<file path="config.mk">
export PLATFORM = sky130hd
export DESIGN_NAME = fetch_sequencer
export DESIGN_NICKNAME = d
export VERILOG_FILES = /design/src/rtl/fetch_sequencer.sv
export SDC_FILE = /design/constraint.sdc
export NUM_CORES = 1
export LEC_CHECK = 0
export ABC_AREA = 1
export BUFFER_PORTS_ARGS = -buffer_cell sky130_fd_sc_hd__buf_4
export CORE_UTILIZATION = 35
export CTS_BUF_LIST = sky130_fd_sc_hd__clkbuf_16
export DETAILED_ROUTE_END_ITERATION = 10
export GPL_TIMING_DRIVEN = 0
export PLACE_DENSITY_LB_ADDON = 0.12
export SETUP_SLACK_MARGIN = 0.05
export SLEW_MARGIN = 25
export SYNTH_ARGS = -nofsm -noshare
export SYNTH_HDL_FRONTEND = slang
export SYNTH_SLANG_ARGS = --single-unit
</file>
<file path="constraint.sdc">
create_clock -name Clk -period 7.2 [get_ports Clk]
set_clock_uncertainty 0.15 [all_clocks]
set_input_delay 0.36 -clock Clk [delete_from_list [all_inputs] [get_ports Clk]]
set_output_delay 0.36 -clock Clk [all_outputs]
set_load 0.02 [all_outputs]
</file>
<file path="src/rtl/fetch_sequencer.sv">
// ---------------------------------------------------------------------------
// fetch_sequencer
//   Instruction fetch front end. Holds a PC/nPC pair that gives one
//   architectural delay slot after a redirect. Issues one instruction-memory
//   read at a time and buffers returned words in a small FIFO toward decode.
//
// Parameters
//   RESET_PC   PC value loaded at reset (nPC gets RESET_PC+4)
//   QDEPTH     instruction queue entries, 2..4
//
// Ports
//   Clk         in   clock, rising edge
//   Reset       in   asynchronous reset, active low
//   imem_req    out  instruction memory read request
//   imem_addr   out  read address (current PC)
//   imem_ready  in   memory response, imem_rdata valid in same cycle
//   imem_rdata  in   returned instruction word
//   br_valid    in   one-cycle redirect pulse from decode
//   br_target   in   redirect target (low two bits ignored)
//   stall       in   blocks issue of new requests
//   inst_valid  out  queue head valid
//   inst        out  queue head instruction word
//   inst_pc     out  fetch address of queue head
//   inst_ready  in   decode accept (pop on inst_valid & inst_ready)
//   pc, npc     out  architectural PC and nPC
// ---------------------------------------------------------------------------
module fetch_sequencer #(
    parameter logic [31:0] RESET_PC = 32'h0000_0000,
    parameter int          QDEPTH   = 2
) (
    input  logic        Clk,
    input  logic        Reset,
    output logic        imem_req,
    output logic [31:0] imem_addr,
    input  logic        imem_ready,
    input  logic [31:0] imem_rdata,
    input  logic        br_valid,
    input  logic [31:0] br_target,
    input  logic        stall,
    output logic        inst_valid,
    output logic [31:0] inst,
    output logic [31:0] inst_pc,
    input  logic        inst_ready,
    output logic [31:0] pc,
    output logic [31:0] npc
);

    localparam int             PW        = (QDEPTH > 2) ? 2 : 1;
    localparam int             CW        = 3;
    localparam logic [CW-1:0]  DEPTH_C   = CW'(QDEPTH);
    localparam logic [PW-1:0]  LAST_C    = PW'(QDEPTH - 1);
    localparam logic [31:0]    RESET_NPC = RESET_PC + 32'd4;

    typedef enum logic {
        IDLE = 1'b0,
        WAIT = 1'b1
    } state_t;

    state_t        r_state;
    state_t        w_state_nxt;

    // Cleared by reset, set on the first clock edge afterwards; keeps the
    // request low between reset release and the first rising edge.
    logic          r_run;

    logic [31:0]   r_pc;
    logic [31:0]   r_npc;
    logic          r_redir_pend;
    logic [31:0]   r_redir_tgt;

    logic [31:0]   r_q_inst [QDEPTH];
    logic [31:0]   r_q_pc   [QDEPTH];
    logic [PW-1:0] r_wr_ptr;
    logic [PW-1:0] r_rd_ptr;
    logic [CW-1:0] r_count;

    logic          w_fetch_done;
    logic          w_push;
    logic          w_pop;
    logic [31:0]   w_br_tgt_aligned;

    function automatic logic [PW-1:0] next_ptr(input logic [PW-1:0] p);
        return (p == LAST_C) ? '0 : p + 1'b1;
    endfunction

    assign w_br_tgt_aligned = br_target & 32'hFFFF_FFFC;
    assign w_fetch_done     = (r_state == WAIT) && imem_ready;
    assign w_push           = w_fetch_done;
    assign w_pop            = inst_valid && inst_ready;

    // ---------------- handshake FSM ----------------
    always_ff @(posedge Clk or negedge Reset) begin
        if (!Reset) begin
            r_state <= IDLE;
            r_run   <= 1'b0;
        end else begin
            r_state <= w_state_nxt;
            r_run   <= 1'b1;
        end
    end

    always_comb begin
        w_state_nxt = r_state;
        imem_req    = 1'b0;
        case (r_state)
            IDLE: begin
                // Only issue when a queue slot is guaranteed for the response.
                if (r_run && !stall && (r_count < DEPTH_C)) begin
                    imem_req    = 1'b1;
                    w_state_nxt = WAIT;
                end
            end
            WAIT: begin
                imem_req = 1'b1;
                if (imem_ready) begin
                    w_state_nxt = IDLE;
                end
            end
            default: w_state_nxt = IDLE;
        endcase
    end

    // ---------------- PC / nPC and redirect ----------------
    always_ff @(posedge Clk or negedge Reset) begin
        if (!Reset) begin
            r_pc         <= RESET_PC;
            r_npc        <= RESET_NPC;
            r_redir_pend <= 1'b0;
            r_redir_tgt  <= 32'h0;
        end else if (w_fetch_done) begin
            r_pc <= r_npc;
            // A redirect arriving in the completion cycle wins over an older
            // pending one and is consumed immediately.
            if (br_valid) begin
                r_npc <= w_br_tgt_aligned;
            end else if (r_redir_pend) begin
                r_npc <= r_redir_tgt;
            end else begin
                r_npc <= r_npc + 32'd4;
            end
            r_redir_pend <= 1'b0;
        end else if (br_valid) begin
            r_redir_pend <= 1'b1;
            r_redir_tgt  <= w_br_tgt_aligned;
        end
    end

    // ---------------- instruction queue control ----------------
    always_ff @(posedge Clk or negedge Reset) begin
        if (!Reset) begin
            r_wr_ptr <= '0;
            r_rd_ptr <= '0;
            r_count  <= '0;
        end else begin
            if (w_push) begin
                r_wr_ptr <= next_ptr(r_wr_ptr);
            end
            if (w_pop) begin
                r_rd_ptr <= next_ptr(r_rd_ptr);
            end
            case ({w_push, w_pop})
                2'b10:   r_count <= r_count + 1'b1;
                2'b01:   r_count <= r_count - 1'b1;
                default: r_count <= r_count;
            endcase
        end
    end

    // ---------------- instruction queue storage ----------------
    always_ff @(posedge Clk) begin
        if (w_push) begin
            r_q_inst[r_wr_ptr] <= imem_rdata;
            r_q_pc[r_wr_ptr]   <= r_pc;
        end
    end

    assign imem_addr  = r_pc;
    assign inst_valid = (r_count != '0);
    assign inst       = r_q_inst[r_rd_ptr];
    assign inst_pc    = r_q_pc[r_rd_ptr];
    assign pc         = r_pc;
    assign npc        = r_npc;

endmodule

</file>
==> out/results.txt <==
Initial core utilization -> 0.360
Final instance area -> 13500 sq um
Overall power -> 0.00562 W
Initial DRC count -> 329
Gate power share -> 0.420
Vias in the first global route -> 7145
Synthesized area per cell -> 11.1 sq um
Post-CTS Repair Setup Buffers -> 0
Ant diodes -> 0
Final Hold Violating Endpoints -> 0
GR Util met3 -> 0.0268
Clk slew on worst S/H paths -> 0.06 ns
Reg2reg start -> r_state
Die area -> 28700 sq um
Setup CP Type -> flip-flop to flip-flop
Port Buffers -> 220
Area leader, netlist -> edfxtp_1
R2R setup slack -> 4.23 ns
GR peak layer -> met2
Final Util -> 0.496
Headroom to the max-slew limit -> 0.356
Hold_sp -> br_target[13]
H-tree depth -> 1
Post-synthesis sequential area ratio -> 0.631
WHS Path Cells -> 3
Nets -> 1276
Die Y -> 169 um
Top achievable clock speed -> 0.337 GHz
Clock Power Share -> 0.210
Pint -> 0.00346 W
Sw frac -> 0.384
Largest net degree at the start of global routing -> 99
Worst min path class -> input port to flip-flop
RePlAce Congestion -> 0.833
Worst Path Max Fanout -> 10
Yosys warning total -> 0
CP arrival -> 3.20 ns
Final worst path period share -> 0.412
Status -> complete, no violations
CTS Root Cell -> clkbuf_16
GRT overflow -> 0
GR Util met1 -> 0.247
Detailed Route WL -> 26400 um
Switch Pwr -> 0.00216 W
Post-CTS resize count -> 0
Via total after detailed routing -> 7197
# IOs -> 232
TritonCTS Buffers -> 25
Area after DPL -> 12100 sq um
Crit start category -> flip-flop
Worst skew pair latency -> 0.51 ns
Core area -> 27200 sq um
Most numerous cell in the Yosys netlist -> nand2_1
Synth top cells by count -> nand2_1, edfxtp_1, dfrtp_1
First-pass GRT wire length -> 40400 um
GRT Total Usage -> 0.183
Netlist Area Pre-Place -> 9790 sq um
CTS Sinks -> 222
Maximum VDD drop -> 0.000179 V
Yosys top cell area share -> 0.380
Maximum clock insertion buffer count -> 3
Site row count -> 60
Final setup violation count -> 0
Number of cells produced by synthesis -> 884
Flop pwr share -> 0.370
Die width -> 169 um
# Max-Cap Violations -> 0
Vias per cell -> 4.52
DPL Wire Length -> 19300 um
Synth Register Bits -> 222
TritonCTS clock tree -> built
Static leakage -> 5.87 nW
Async S/R FF share, synth -> 0.441
Worst Setup End Kind -> flip-flop
# fillers -> 2572
Crit path from -> r_state
Share of cells above drive strength 1 -> 0.331
Routed Antenna Nets -> 0
Top post-synthesis cells by area -> edfxtp_1, dfrtp_1, mux2_2, nand2_1, buf_4
DRC viols -> 0
Max-slew violations -> 0
Worst path required time -> 7.44 ns
Worst setup margin -> 4.23 ns
Drt first pass iters -> 5
Unrepaired setup endpoints after global routing -> false
Post-DR wirelength/cell -> 16.6 um
Netlist cell types -> 35
Place WS -> 4.12 ns
Layout area overhead -> 37.5%
EDFF count, synth -> 124
Worst r2r path cells -> 9
M2 GR Usage -> 0.311
Least-Margin Pin Slew -> 0.965 ns
PD cells -> 417 nW/um^2
Setup_tns -> 0 ns
Post-synth top flop -> edfxtp_1
Fin crit period -> 2.97 ns
Initial antenna violation count -> 0
[critical path, cell delays in order (launching register included)]
cell	delay, ns
dfrtp_1	0.37
nand2_1	0.16
clkbuf_1	0.41
clkbuf_1	0.62
ha_1	0.27
inv_1	0.07
fa_1	0.38
a21oi_1	0.14
o21ai_0	0.11
xor2_1	0.15
[timing repair]
item	CTS	global route
hold buffers	59	0
hold endpoints to repair	190	0
endpoints found under the setup margin	0	0
[area by class of cell]
type / instances / area (sq um) / share of cell area
flip-flops and latches: 222 / 6180 / 0.459
multi-input cells: 530 / 2980 / 0.221
repair buffers: 285 / 2410 / 0.179
clock buffers: 25 / 626 / 0.0464
well taps: 372 / 465 / 0.0346
plain buffers: 74 / 438 / 0.0325
inverters: 65 / 244 / 0.0181
clock inverters: 18 / 131 / 0.00975
[cell families (layout without fill, tap and decap cells)]
logic type / count (synthesis) / after routing / share of synthesized area
fa+ha+maj: 3 / 3 / 0.00460
mux: 73 / 73 / 0.0839
other cells: 2 / 9 / 0.000767
flops: 222 / 222 / 0.631
simple gates: 307 / 307 / 0.132
compound gates: 126 / 126 / 0.0681
xor+xnor: 12 / 12 / 0.0107
buf+inv: 139 / 467 / 0.0696
[registers in the layout, indices dropped and copies added (netlist names)]
name	cells
imem_addr	30
npc	30
r_count	3
r_q_inst	64
r_q_pc	60
r_rd_ptr	1
r_redir_pend	1
r_redir_tgt	30
r_run	1
r_state	1
r_wr_ptr	1
[cell usage in the layout, fill, tap and decap left out, types with 6 or more instances in the layout]
| master | n |
|---|---|
| mux2_2 | 73 |
| a21oi_1 | 44 |
| buf_2 | 14 |
| conb_1 | 9 |
| buf_4 | 257 |
| dlygate4sd3_1 | 59 |
| clkinv_1 | 6 |
| nor2_1 | 45 |
| buf_16 | 6 |
| o21ai_1 | 15 |
| nand2_1 | 202 |
| inv_1 | 69 |
| clkbuf_16 | 25 |
| dfrtp_1 | 97 |
| clkbuf_1 | 17 |
| o21ai_0 | 53 |
| nand3_1 | 36 |
| xor2_1 | 10 |
| nor2_4 | 8 |
| edfxtp_1 | 124 |
[worst paths after layout]
| kind | to |
|---|---|
| setup / recovery | r_count[2] |
| hold / removal | r_redir_tgt[13] |
| setup reg to reg | r_count[2] |
| hold reg to reg | r_count[0] |
| max in group asynchronous | imem_addr[7] |
| min in group asynchronous | r_redir_tgt[2] |
[power groups by stage]
stage	sequential [W]	combinational [W]	clock [W]
floorplan	0.00218	0.00122	0
global placement	0.00211	0.00230	0
detailed placement	0.00211	0.00236	0
CTS	0.00208	0.00239	0.00123
global route	0.00213	0.00255	0.00127
finish	0.00208	0.00236	0.00118
[through the flow]
step | cells | hold slack (ns)
2_1_floorplan | 891 | -0.0856
3_3_place_gp | 1483 | 0.315
3_5_place_dp | 1489 | 0.320
4_1_cts | 1591 | 0.00120
5_1_grt | 1591 | 0.0258
6_report | 1591 | 0.0175
[per-layer routing]
layer  vias to the layer above  wire length [um]
met5                         -                 0
met4                         0               415
met3                        36              1430
met2                       211             12600
met1                      3371             12000
li1                       3579                 -
Note: power is estimated with default switching activity, not from simulation.
